`config.mk`:
```
export PLATFORM = sky130hd
export DESIGN_NAME = sbasu3_spi_master
export DESIGN_NICKNAME = d
export VERILOG_FILES = /design/src/rtl/sbasu3_spi_pkg.sv /design/src/rtl/sbasu3_spi_tick.sv /design/src/rtl/sbasu3_spi_master.sv
export SDC_FILE = /design/constraint.sdc
export NUM_CORES = 1
export LEC_CHECK = 0
export CAP_MARGIN = 20
export CORE_AREA = 2 2 64 72
export DETAILED_ROUTE_END_ITERATION = 8
export DIE_AREA = 0 0 66 74
export GPL_TIMING_DRIVEN = 0
export PLACE_DENSITY = 0.74
export REMOVE_ABC_BUFFERS = 1
export SLEW_MARGIN = 15
export SYNTH_ARGS = -nofsm -noshare
export SYNTH_HDL_FRONTEND = slang
export SYNTH_SLANG_ARGS = --single-unit
```
`constraint.sdc`:
```
create_clock -name clk -period 2.9 [get_ports clk]
set_input_delay 0.58 -clock clk [delete_from_list [all_inputs] [get_ports clk]]
set_output_delay 0.58 -clock clk [all_outputs]
set_load 0.01 [all_outputs]
```
`src/rtl/sbasu3_spi_pkg.sv`:
```
// Shared SPI definitions used by both the master and the slave side.
package sbasu3_spi_pkg;

  localparam int DEF_DATA_W  = 8;
  localparam int DEF_CLK_DIV = 4;

  typedef enum logic [1:0] {
    IDLE,
    SETUP,
    SHIFT,
    GAP
  } spi_state_e;

endpackage

```
`src/rtl/sbasu3_spi_tick.sv`:
```
// Half-period timer: auto-reloading down-counter that pulses tick for one
// cycle when it reaches zero while enabled.
module sbasu3_spi_tick #(
  parameter int CLK_DIV = 4
) (
  input  logic clk,
  input  logic rst,
  input  logic load,
  input  logic en,
  output logic tick
);

  localparam int CW = (CLK_DIV > 1) ? $clog2(CLK_DIV) : 1;
  localparam logic [CW-1:0] RELOAD = CW'(CLK_DIV - 1);

  logic [CW-1:0] count_reg;

  assign tick = en && (count_reg == '0);

  always_ff @(posedge clk or negedge rst) begin
    if (!rst) begin
      count_reg <= '0;
    end else if (load || tick) begin
      count_reg <= RELOAD;
    end else if (en) begin
      count_reg <= count_reg - 1'b1;
    end
  end

endmodule

```
`src/rtl/sbasu3_spi_master.sv`:
```
// SPI mode-0 master: one full-duplex DATA_W-bit exchange per accepted start,
// MSB first, with a CLK_DIV-cycle setup before and idle gap after each byte.
module sbasu3_spi_master #(
  parameter int CLK_DIV = sbasu3_spi_pkg::DEF_CLK_DIV,
  parameter int DATA_W  = sbasu3_spi_pkg::DEF_DATA_W
) (
  input  logic              clk,
  input  logic              rst,
  input  logic              start,
  input  logic [DATA_W-1:0] tx_data,
  output logic              busy,
  output logic              done,
  output logic [DATA_W-1:0] rx_data,
  output logic              ss,
  output logic              sclk,
  output logic              mosi,
  input  logic              miso
);

  import sbasu3_spi_pkg::*;

  localparam int BW = $clog2(DATA_W) + 1;
  localparam logic [BW-1:0] LAST_BIT = BW'(DATA_W - 1);

  spi_state_e        state_reg, state_next;
  logic [DATA_W-1:0] tx_shift_reg, tx_shift_next;
  logic [DATA_W-1:0] rx_shift_reg, rx_shift_next;
  logic [DATA_W-1:0] rx_data_reg, rx_data_next;
  logic [BW-1:0]     bit_cnt_reg, bit_cnt_next;
  logic              ss_reg, ss_next;
  logic              sclk_reg, sclk_next;
  logic              busy_reg, busy_next;
  logic              done_reg, done_next;
  logic              tick_load, tick_en, tick;

  sbasu3_spi_tick #(
    .CLK_DIV(CLK_DIV)
  ) u_tick (
    .clk (clk),
    .rst (rst),
    .load(tick_load),
    .en  (tick_en),
    .tick(tick)
  );

  always_ff @(posedge clk or negedge rst) begin
    if (!rst) begin
      state_reg    <= IDLE;
      tx_shift_reg <= '0;
      rx_shift_reg <= '0;
      rx_data_reg  <= '0;
      bit_cnt_reg  <= '0;
      ss_reg       <= 1'b1;
      sclk_reg     <= 1'b0;
      busy_reg     <= 1'b0;
      done_reg     <= 1'b0;
    end else begin
      state_reg    <= state_next;
      tx_shift_reg <= tx_shift_next;
      rx_shift_reg <= rx_shift_next;
      rx_data_reg  <= rx_data_next;
      bit_cnt_reg  <= bit_cnt_next;
      ss_reg       <= ss_next;
      sclk_reg     <= sclk_next;
      busy_reg     <= busy_next;
      done_reg     <= done_next;
    end
  end

  always_comb begin
    state_next    = state_reg;
    tx_shift_next = tx_shift_reg;
    rx_shift_next = rx_shift_reg;
    rx_data_next  = rx_data_reg;
    bit_cnt_next  = bit_cnt_reg;
    ss_next       = ss_reg;
    sclk_next     = sclk_reg;
    busy_next     = busy_reg;
    done_next     = 1'b0;
    tick_load     = 1'b0;
    tick_en       = (state_reg != IDLE);

    case (state_reg)
      IDLE: begin
        if (start) begin
          tx_shift_next = tx_data;
          bit_cnt_next  = '0;
          ss_next       = 1'b0;
          busy_next     = 1'b1;
          tick_load     = 1'b1;
          state_next    = SETUP;
        end
      end

      SETUP: begin
        if (tick) begin
          sclk_next     = 1'b1;
          rx_shift_next = {rx_shift_reg[DATA_W-2:0], miso};
          state_next    = SHIFT;
        end
      end

      SHIFT: begin
        if (tick) begin
          if (sclk_reg) begin
            sclk_next = 1'b0;
            // mosi is the shifter MSB; the last falling edge leaves it alone
            if (bit_cnt_reg != LAST_BIT) begin
              tx_shift_next = {tx_shift_reg[DATA_W-2:0], 1'b0};
            end
          end else if (bit_cnt_reg == LAST_BIT) begin
            ss_next       = 1'b1;
            tx_shift_next = '0;
            rx_data_next  = rx_shift_reg;
            done_next     = 1'b1;
            state_next    = GAP;
          end else begin
            sclk_next     = 1'b1;
            rx_shift_next = {rx_shift_reg[DATA_W-2:0], miso};
            bit_cnt_next  = bit_cnt_reg + BW'(1);
          end
        end
      end

      GAP: begin
        if (tick) begin
          busy_next  = 1'b0;
          state_next = IDLE;
        end
      end

      default: begin
        state_next = IDLE;
      end
    endcase
  end

  assign busy    = busy_reg;
  assign done    = done_reg;
  assign rx_data = rx_data_reg;
  assign ss      = ss_reg;
  assign sclk    = sclk_reg;
  assign mosi    = tx_shift_reg[DATA_W-1];

endmodule

```
* Word-level counts from Yosys, hierarchy flattened
Index checks and enable logic that the tools add are counted.
W data, S select, Z words.
** Word-level totals
- Output and inout port bits :: 13
- Register bits after elaboration :: 36
** Cells by class
- Mux-type cells :: 44
- $add $sub $neg :: 2
- Bitwise gates (word level) :: 1
- Reduce and logical (&&, ||, !) cells :: 17
- Equality and inequality tests :: 14
** Operator list (number)
- $mux W8 :: 9
- $pmux W8 S2 :: 2
- $reduce_and A5 Y1 :: 4
- $mux W1 :: 16
- $mux W2 :: 8
- $mux W4 :: 4
- $reduce_bool A2 Y1 :: 5
- $ne A2 B2 Y1 const B :: 4
- $pmux W2 S4 :: 1
- $pmux W4 S2 :: 1
- $ne A2 B1 Y1 const B :: 3
- $ne A3 B3 Y1 const B :: 2
- $pmux W1 S2 :: 3
- $reduce_and A3 Y1 :: 2
- $reduce_and A6 Y1 :: 1
- $add A4 B1 Y4 const B :: 1
- $eq A2 B2 Y1 const B :: 2
- $eq A4 B3 Y1 const B :: 1
- $logic_not A2 Y1 :: 2
- $ne A4 B3 Y1 const B :: 1
- $reduce_and A4 Y1 :: 1
- $eq A2 B1 Y1 const B :: 1
- $sub A2 B1 Y2 const B :: 1
- $logic_and A1 B1 Y1 :: 1
- 2 further kinds :: 2

* Logic depth before layout (Yosys ltp)
Gate-level depths: netlist (run 1).
- Depth in word-level cells :: 5
- Gate-level depth with buffers :: 8
- Depth with buffers taken out :: 6

* Hierarchy
A second synthesis (run 1) with hierarchy kept.
** Second synthesis, totals
- Cell total of the unflattened synthesis :: 155
- Area total of the unflattened synthesis :: 1775.5 um2
** Modules (own cells, without submodules)
- sbasu3_spi_master :: cells each 143, area an instance 1662.8 um2, sequential area each 852.1 um2, instances 1
- sbasu3_spi_tick :: cells each 12, area an instance 112.6 um2, sequential area each 50.0 um2, instances 1

* Worst setup path after synthesis (run 1)
OpenSTA, ideal clock, no wires.
- Path kind :: register -> register
- From :: register state_reg[0]
- To :: register tx_shift_reg[2]
- Required time :: 2.775 ns
- Stages on the path, launching flop included :: 9
- Arrival time :: 1.669 ns
- Slack :: 1.106 ns
- Path through :: dfrtp_1 > inv_1 > ha_1 > buf_2 > nor2b_4 > nand4b_4 > buf_6 > o211ai_4 > mux2_2
** On the way
- Cells in the longest elaborated chain, start to end :: 4
** RTL lines
- from (decl) :: RTL line sbasu3_spi_master.sv:25 : spi_state_e state_reg, state_next;
- from (signal assigned) :: RTL line sbasu3_spi_master.sv:58 : state_reg <= state_next;
- $reduce_bool A2 Y1 :: RTL line sbasu3_spi_master.sv:81 : tick_en = (state_reg != IDLE);
- $logic_and A1 B1 Y1 :: RTL line sbasu3_spi_tick.sv:18 : assign tick = en && (count_reg == '0);
- $ne A2 B1 Y1 (no source line)
- $reduce_and A5 Y1 (no source line)
- to (signal assigned) :: RTL line sbasu3_spi_master.sv:59 : tx_shift_reg <= tx_shift_next;
- to (decl) :: RTL line sbasu3_spi_master.sv:26 : logic [DATA_W-1:0] tx_shift_reg, tx_shift_next;
Parallel ways exist; a longest one is shown, timed or not.
A chain may end at the register's enable or synchronous reset.

* Worst setup path after layout (run 1)
- From :: register state_reg[0]
- To :: register tx_shift_reg[3]
The elaborated chain is that of the path after synthesis.

==> results of run 1 <==
-- report_power, final --
| group | internal (mW) | leakage (nW) | total (mW) | switching [mW] |
|---|---|---|---|---|
| Sequential | 0.633 | 0.463 | 0.732 | 0.0985 |
| Clock | 0.254 | 0.0541 | 0.435 | 0.181 |
| Combinational | 0.299 | 0.530 | 0.623 | 0.324 |
| Total | 1.19 | 1.05 | 1.79 | 0.603 |
-- per-stage QoR --
step	hold slack, ns	utilization
2_1_floorplan	0.284	-
5_1_grt	0.172	0.516
4_1_cts	0.172	0.516
6_report	0.168	0.516
3_3_place_gp	0.454	0.486
3_5_place_dp	0.465	0.490
-- layout by cell type (no fill, tap or decap), drive strengths merged, types with 2 or more instances in the layout --
master / synthesis / routed
nand4: 3 / 3
nand2: 14 / 14
dfrtp: 35 / 35
o21ai: 9 / 9
a21oi: 8 / 8
nand3: 3 / 3
nand2b: 3 / 3
o211ai: 2 / 2
nor2b: 2 / 2
ha: 6 / 6
mux2: 24 / 24
inv: 16 / 16
clkbuf: 2 / 5
buf: 4 / 2
nor3: 2 / 2
nor2: 7 / 7
o32a: 2 / 2
clkdlybuf4s50: 0 / 23
mux2i: 3 / 3
-- cells by family after synthesis --
logic type,count (synthesis),share of synthesized area
adders and majority gates,6,0.0425
and+or+nand+nor,38,0.134
muxes,27,0.170
buffers and inverters,22,0.0545
DFF,36,0.511
AOI/OAI and AO/OA,23,0.0836
xor gates and xnor gates,1,0.00496
-- cell type report --
cell class	instances	area, µm²	area share
well taps	54	67.6	0.0312
inverters	16	60.1	0.0277
clock inverters	3	42.5	0.0197
clock buffers	5	68.8	0.0318
flip-flops and latches	36	902	0.417
multi-input cells	95	768	0.355
repair buffers	25	255	0.118
-- routing by layer --
layer | GRT usage | part of all wire | vias up
li1 | - | - | 571
met1 | 0.174 | 0.45 | 577
met2 | 0.251 | 0.49 | 18
met3 | 0.0363 | 0.045 | 4
met4 | 0.0544 | 0.015 | 0
met5 | 0 | 0 | -
-- critical path, stage by stage (launching register included) --
cell                       delay (ns)
sky130_fd_sc_hd__dfrtp_1         0.41
sky130_fd_sc_hd__inv_1           0.09
sky130_fd_sc_hd__ha_1            0.80
sky130_fd_sc_hd__and2_1          0.40
sky130_fd_sc_hd__nand3_2         0.13
sky130_fd_sc_hd__o211ai_4        0.16
sky130_fd_sc_hd__mux2_2          0.38
-- final timing paths --
check / to
setup / recovery: tx_shift_reg[3]$_DFFE_PN0P_
hold / removal: busy$_DFFE_PN0P_
setup reg to reg: tx_shift_reg[3]$_DFFE_PN0P_
hold reg to reg: ss$_DFFE_PN1P_
max in group asynchronous: tx_shift_reg[5]$_DFFE_PN0P_
min in group clk: ss$_DFFE_PN1P_
==> impl_results.md, run 1 <==
* Antenna violations before repair at 0
* Vias after detailed routing at 1170
* Root Driver: sky130_fd_sc_hd__clkbuf_8
* Final total power at 1.79 mW
* Clk_lat worst skew at 0.29 ns
* Setup slack after layout at 0.389 ns
* Global router's overall resource usage at 0.144
* Port bufs at 24
* Final critical-path required period at 2.51 ns
* Mapped Cells at 153
* CTS buffer count at 5
* Worst hold path type: in2async
* Critical setup path kind: reg2reg
* Worst Setup Start Kind: flop
* Leakage power at 1.05 nW
* CTS tree: built
* Number of filler instances in the final layout at 390
* Count of placed standard cells including taps at 226
* DRC violation total after the first TritonRoute iteration at 30
* Share of flip-flops with an asynchronous set or reset after synthesis at 1.00
* Per-instance average area after synthesis at 11.5 µm²
* Type of destination of the critical path: flop
* First-pass GRT wire length at 5.38 mm
* Detailed placement HPWL at 2.09 mm
* Area enclosed by the die boundary at 0.00488 mm²
* Worst setup path start: state_reg[0]$_DFFE_PN0P_
* Library cell occupying the most area in the post-synthesis netlist: sky130_fd_sc_hd__dfrtp_1
* Antenna Nets Post-Route at 0
* Max IR drop VDD at 445 µV
* Setup repair after global routing missed its margin: false
* Die Height at 74 µm
* Top-level I/O count at 25
* Number of global-route vias before repair at 1221
* CTS clock-pin slew for the worst setup and hold paths at 0.07 ns
* Overall overflow remaining after global route at 0
* Core ar. at 0.00419 mm²
* CP Data Required Time at 3.07 ns
* Period utilisation layout at 0.866
* Max_slew headroom at 0.352
* Max-cap violations at 0
* Largest fanout on the critical path at 25
* Synth area leaders: sky130_fd_sc_hd__dfrtp_1 (50%), sky130_fd_sc_hd__mux2_2 (15%), sky130_fd_sc_hd__ha_1 (4.2%), sky130_fd_sc_hd__inv_1 (3.4%), sky130_fd_sc_hd__nand2_1 (3.0%)
* Proportion of synthesized chip area in sequential cells at 0.511
* EDFF count, synth at 0
* Fraction of synthesized cell area taken by the top area cell type at 0.496
* Synthesis-stage register bit count at 36
* Site row count at 25
* Cts-stage hold buffer count at 0
* Wire length reported by the detailed router at 2.98 mm
* Initial DRT Pass Iterations at 4
* Length in cells of the worst reg-to-reg path at 6
* Reg-to-reg slack, setup at 0.39 ns
* DIE WIDTH at 66 µm
* Antenna diodes at 0
* Synth-to-layout area growth at 22.5%
* CTS sink cnt at 36
* Yosys cell types at 33
* Setup repair bufs after CTS at 0
* Status: finished, final reports clean
* Fin Setup TNS at 0 ns
* Final cell count without fillers at 234
* H-tree levels at 2
* Fin. max-slew vios at 0
* Pwr/cell area at 827 mW/mm²
* Count of final setup violators at 0
* Fin nets at 197
* Final routed wire length divided by cell count at 12.7 µm
* Worst Path Arrival at 2.68 ns
* Pre-CTS setup slack at 0.391 ns
* Most used standard cells in the synthesized netlist: sky130_fd_sc_hd__dfrtp_1 (35), sky130_fd_sc_hd__mux2_2 (23), sky130_fd_sc_hd__inv_1 (16)
* Starting density of the core at 0.421
* Most repeated cell in the gate-level netlist after synthesis: sky130_fd_sc_hd__dfrtp_1
* # resized after CTS at 0
* Post-route standard cell area excluding fillers at 0.00216 mm²
* Worst r2r src: state_reg[0]$_DFFE_PN0P_
* Post-Route Skew at 0.00446 ns
* Leading register cell type out of synthesis: sky130_fd_sc_hd__dfrtp_1
* Dpl cell area at 0.00205 mm²
* Maximum frequency from static timing analysis at 398 MHz
* Maximum clock path buffer count at 2
* Fraction of layout cells with a size suffix above 1 at 0.228
* Syn Std Cell Area at 0.00177 mm²
* Final Hold Vio Count at 0
* Remaining routing DRC violations at 0
* YS warnings at 0
* Ratio of routed vias to standard cells at 5.00
* Slew at the pin closest to its max-slew limit at 0.973 ns
* Routability congestion estimate at 0.752
* Largest net degree at the start of global routing at 26
No activity file was read; power rests on OpenSTA's default activity.
==> run 2: changes to the inputs <==
--- a/config.mk
+++ b/config.mk
@@ -5,13 +5,11 @@
 export SDC_FILE = /design/constraint.sdc
 export NUM_CORES = 1
 export LEC_CHECK = 0
-export CAP_MARGIN = 20
 export CORE_AREA = 2 2 64 72
 export DETAILED_ROUTE_END_ITERATION = 8
 export DIE_AREA = 0 0 66 74
 export GPL_TIMING_DRIVEN = 0
 export PLACE_DENSITY = 0.74
-export REMOVE_ABC_BUFFERS = 1
 export SLEW_MARGIN = 15
 export SYNTH_ARGS = -nofsm -noshare
 export SYNTH_HDL_FRONTEND = slang
==> run 2 against run 1 <==
Against the previous run:
- register-to-register slack improved by 0.49 ns
- count of clock-buffer cells in the layout increased by 1
- highest routed layer unchanged
- core utilization increased by 0.96 points
- combinational power increased by 2%
- cell count increased by 2.6%
- design area increased by 1.8%
- largest cell class unchanged
- global-route usage increased by 0.20 points
==> impl_results.md, run 2 (synthesized netlist as in run 1, its figures left out) <==
* Status: finished, final reports clean
* Overall overflow remaining after global route at 0
* Final critical-path required period at 2.02 ns
* Fraction of layout cells with a size suffix above 1 at 0.237
* Die Height at 74 µm
* Post-Route Skew at 0.00524 ns
* CTS sink cnt at 36
* Logic pwr share at 0.355
* Antenna diodes at 0
* Largest net degree at the start of global routing at 24
* Max_slew headroom at 0.668
* Worst hold path type: in2async
* Cts-stage hold buffer count at 0
* CTS buffer count at 5
* Most frequent cells in the layout: sky130_fd_sc_hd__dfrtp_1 (35), sky130_fd_sc_hd__mux2_2 (23), sky130_fd_sc_hd__clkdlybuf4s50_1 (23)
* Root Driver: sky130_fd_sc_hd__clkbuf_8
* Setup repair after global routing missed its margin: false
* Core ar. at 0.00419 mm²
* Final total power at 1.80 mW
* Leakage power at 1.07 nW
* Setup repair bufs after CTS at 0
* Final routed wire length divided by cell count at 12.3 µm
* CTS tree: built
* Ratio of routed vias to standard cells at 4.94
* Starting density of the core at 0.421
* Clock network fraction of design power at 0.239
* Synth-to-layout area growth at 24.8%
* Fin Setup TNS at 0 ns
* Initial DRT Pass Iterations at 4
* Routability congestion estimate at 0.774
* Count of final setup violators at 0
* Slew at the pin closest to its max-slew limit at 0.499 ns
* Top-level I/O count at 25
* Worst Setup Start Kind: flop
* Antenna Nets Post-Route at 0
* CTS clock-pin slew for the worst setup and hold paths at 0.07 ns
* Maximum clock path buffer count at 2
* Number of filler instances in the final layout at 379
* Max IR drop VDD at 413 µV
* Pwr/cell area at 815 mW/mm²
* Remaining routing DRC violations at 0
* Most frequent standard cell in the layout excluding fill and tap cells: sky130_fd_sc_hd__dfrtp_1
* Critical Path, Cell by Cell: inv_1, ha_1, buf_2, nor3b_2, nand2b_1, a21oi_1, mux2_2
* Largest fanout on the critical path at 9
* Delay-heaviest family, CP: simple AND/OR/NAND/NOR gates
* Port bufs at 24
* Fin nets at 203
* Worst Path Arrival at 2.19 ns
* DIE WIDTH at 66 µm
* GR met1 Demand/Resource at 0.187
* Cell with the biggest individual delay on the critical path: sky130_fd_sc_hd__dfrtp_1
* Period utilisation layout at 0.695
* Fin. max-slew vios at 0
* Reg-to-reg slack, setup at 0.88 ns
* Slowest stage delay, CP at 0.41 ns
* # resized after CTS at 0
* Synth Net Count at 171
* CP Data Required Time at 3.07 ns
* Clk_lat worst skew at 0.29 ns
* Detailed placement HPWL at 2.07 mm
* Register share of total power at 0.406
* Vias after detailed routing at 1185
* Internal power of the cells at 1.20 mW
* Site row count at 25
* Critical setup path kind: reg2reg
* Area enclosed by the die boundary at 0.00488 mm²
* Maximum frequency from static timing analysis at 496 MHz
* First-pass GRT wire length at 5.43 mm
* Grt met2 use at 0.240
* Number of global-route vias before repair at 1197
* Global router's overall resource usage at 0.146
* Final Hold Vio Count at 0
* Switching power at 597 µW
* Number of buffers and inverters on the critical path at 2
* Met3 routing resource usage after global routing at 0.0408
* Max-cap violations at 0
* Switch share at 0.333
* DRC violation total after the first TritonRoute iteration at 46
* H-tree levels at 2
* Type of destination of the critical path: flop
* Antenna violations before repair at 0
* Most used routing layer in global routing: met2
* Wire length reported by the detailed router at 2.95 mm
run 2: per-layer routing:
layer / up-vias / wire length [µm]
met1: 578 / 1340
met3: 6 / 115
li1: 582 / -
met4: 0 / 63
met2: 19 / 1430
met5: - / 0
run 2: area by class of cell:
class                      count  area [µm²]  share of cell area
buffer                         6        36.3              0.0165
clock buffer                   6        72.6              0.0329
clock inverter                 2        35.0              0.0159
inverter                      16        60.1              0.0272
multi-input combinational     95         768               0.348
sequential                    36         902               0.409
tap                           54        67.6              0.0306
timing repair buffer          25         263               0.119
run 2: per-stage QoR:
stage	setup WS, ns	hold WS [ns]	std cells	util	area (µm²)
3_5_place_dp	0.728	0.460	232	0.500	2100
2_1_floorplan	1.11	0.284	153	-	1770
6_report	0.883	0.203	240	0.526	2200
4_1_cts	0.902	0.211	240	0.526	2200
5_1_grt	0.763	0.223	240	0.526	2200
3_3_place_gp	0.374	0.454	231	0.495	2070
run 2: final timing paths:
path                                                 start                              end  cells past startpoint
min in group clk           u_tick.count_reg[0]$_DFFE_PN0P_  u_tick.count_reg[0]$_DFFE_PN0P_                      1
hold / removal                                         rst  u_tick.count_reg[0]$_DFFE_PN0P_                      1
setup / recovery                  state_reg[0]$_DFFE_PN0P_         state_reg[1]$_DFFE_PN0P_                      7
setup reg to reg                  state_reg[0]$_DFFE_PN0P_         state_reg[1]$_DFFE_PN0P_                      7
hold reg to reg            u_tick.count_reg[0]$_DFFE_PN0P_  u_tick.count_reg[0]$_DFFE_PN0P_                      1
max in group asynchronous                              rst           rx_data[6]$_DFFE_PN0P_                      2
run 2: power groups by stage:
stage / sequential (mW) / combinational [mW] / clock (mW)
final: 0.730 / 0.637 / 0.430
after global routing: 0.750 / 0.730 / 0.465
after CTS: 0.731 / 0.648 / 0.441
after detailed placement: 0.739 / 0.648 / 0
after global placement: 0.735 / 0.624 / 0
after floorplan: 0.721 / 0.488 / 0
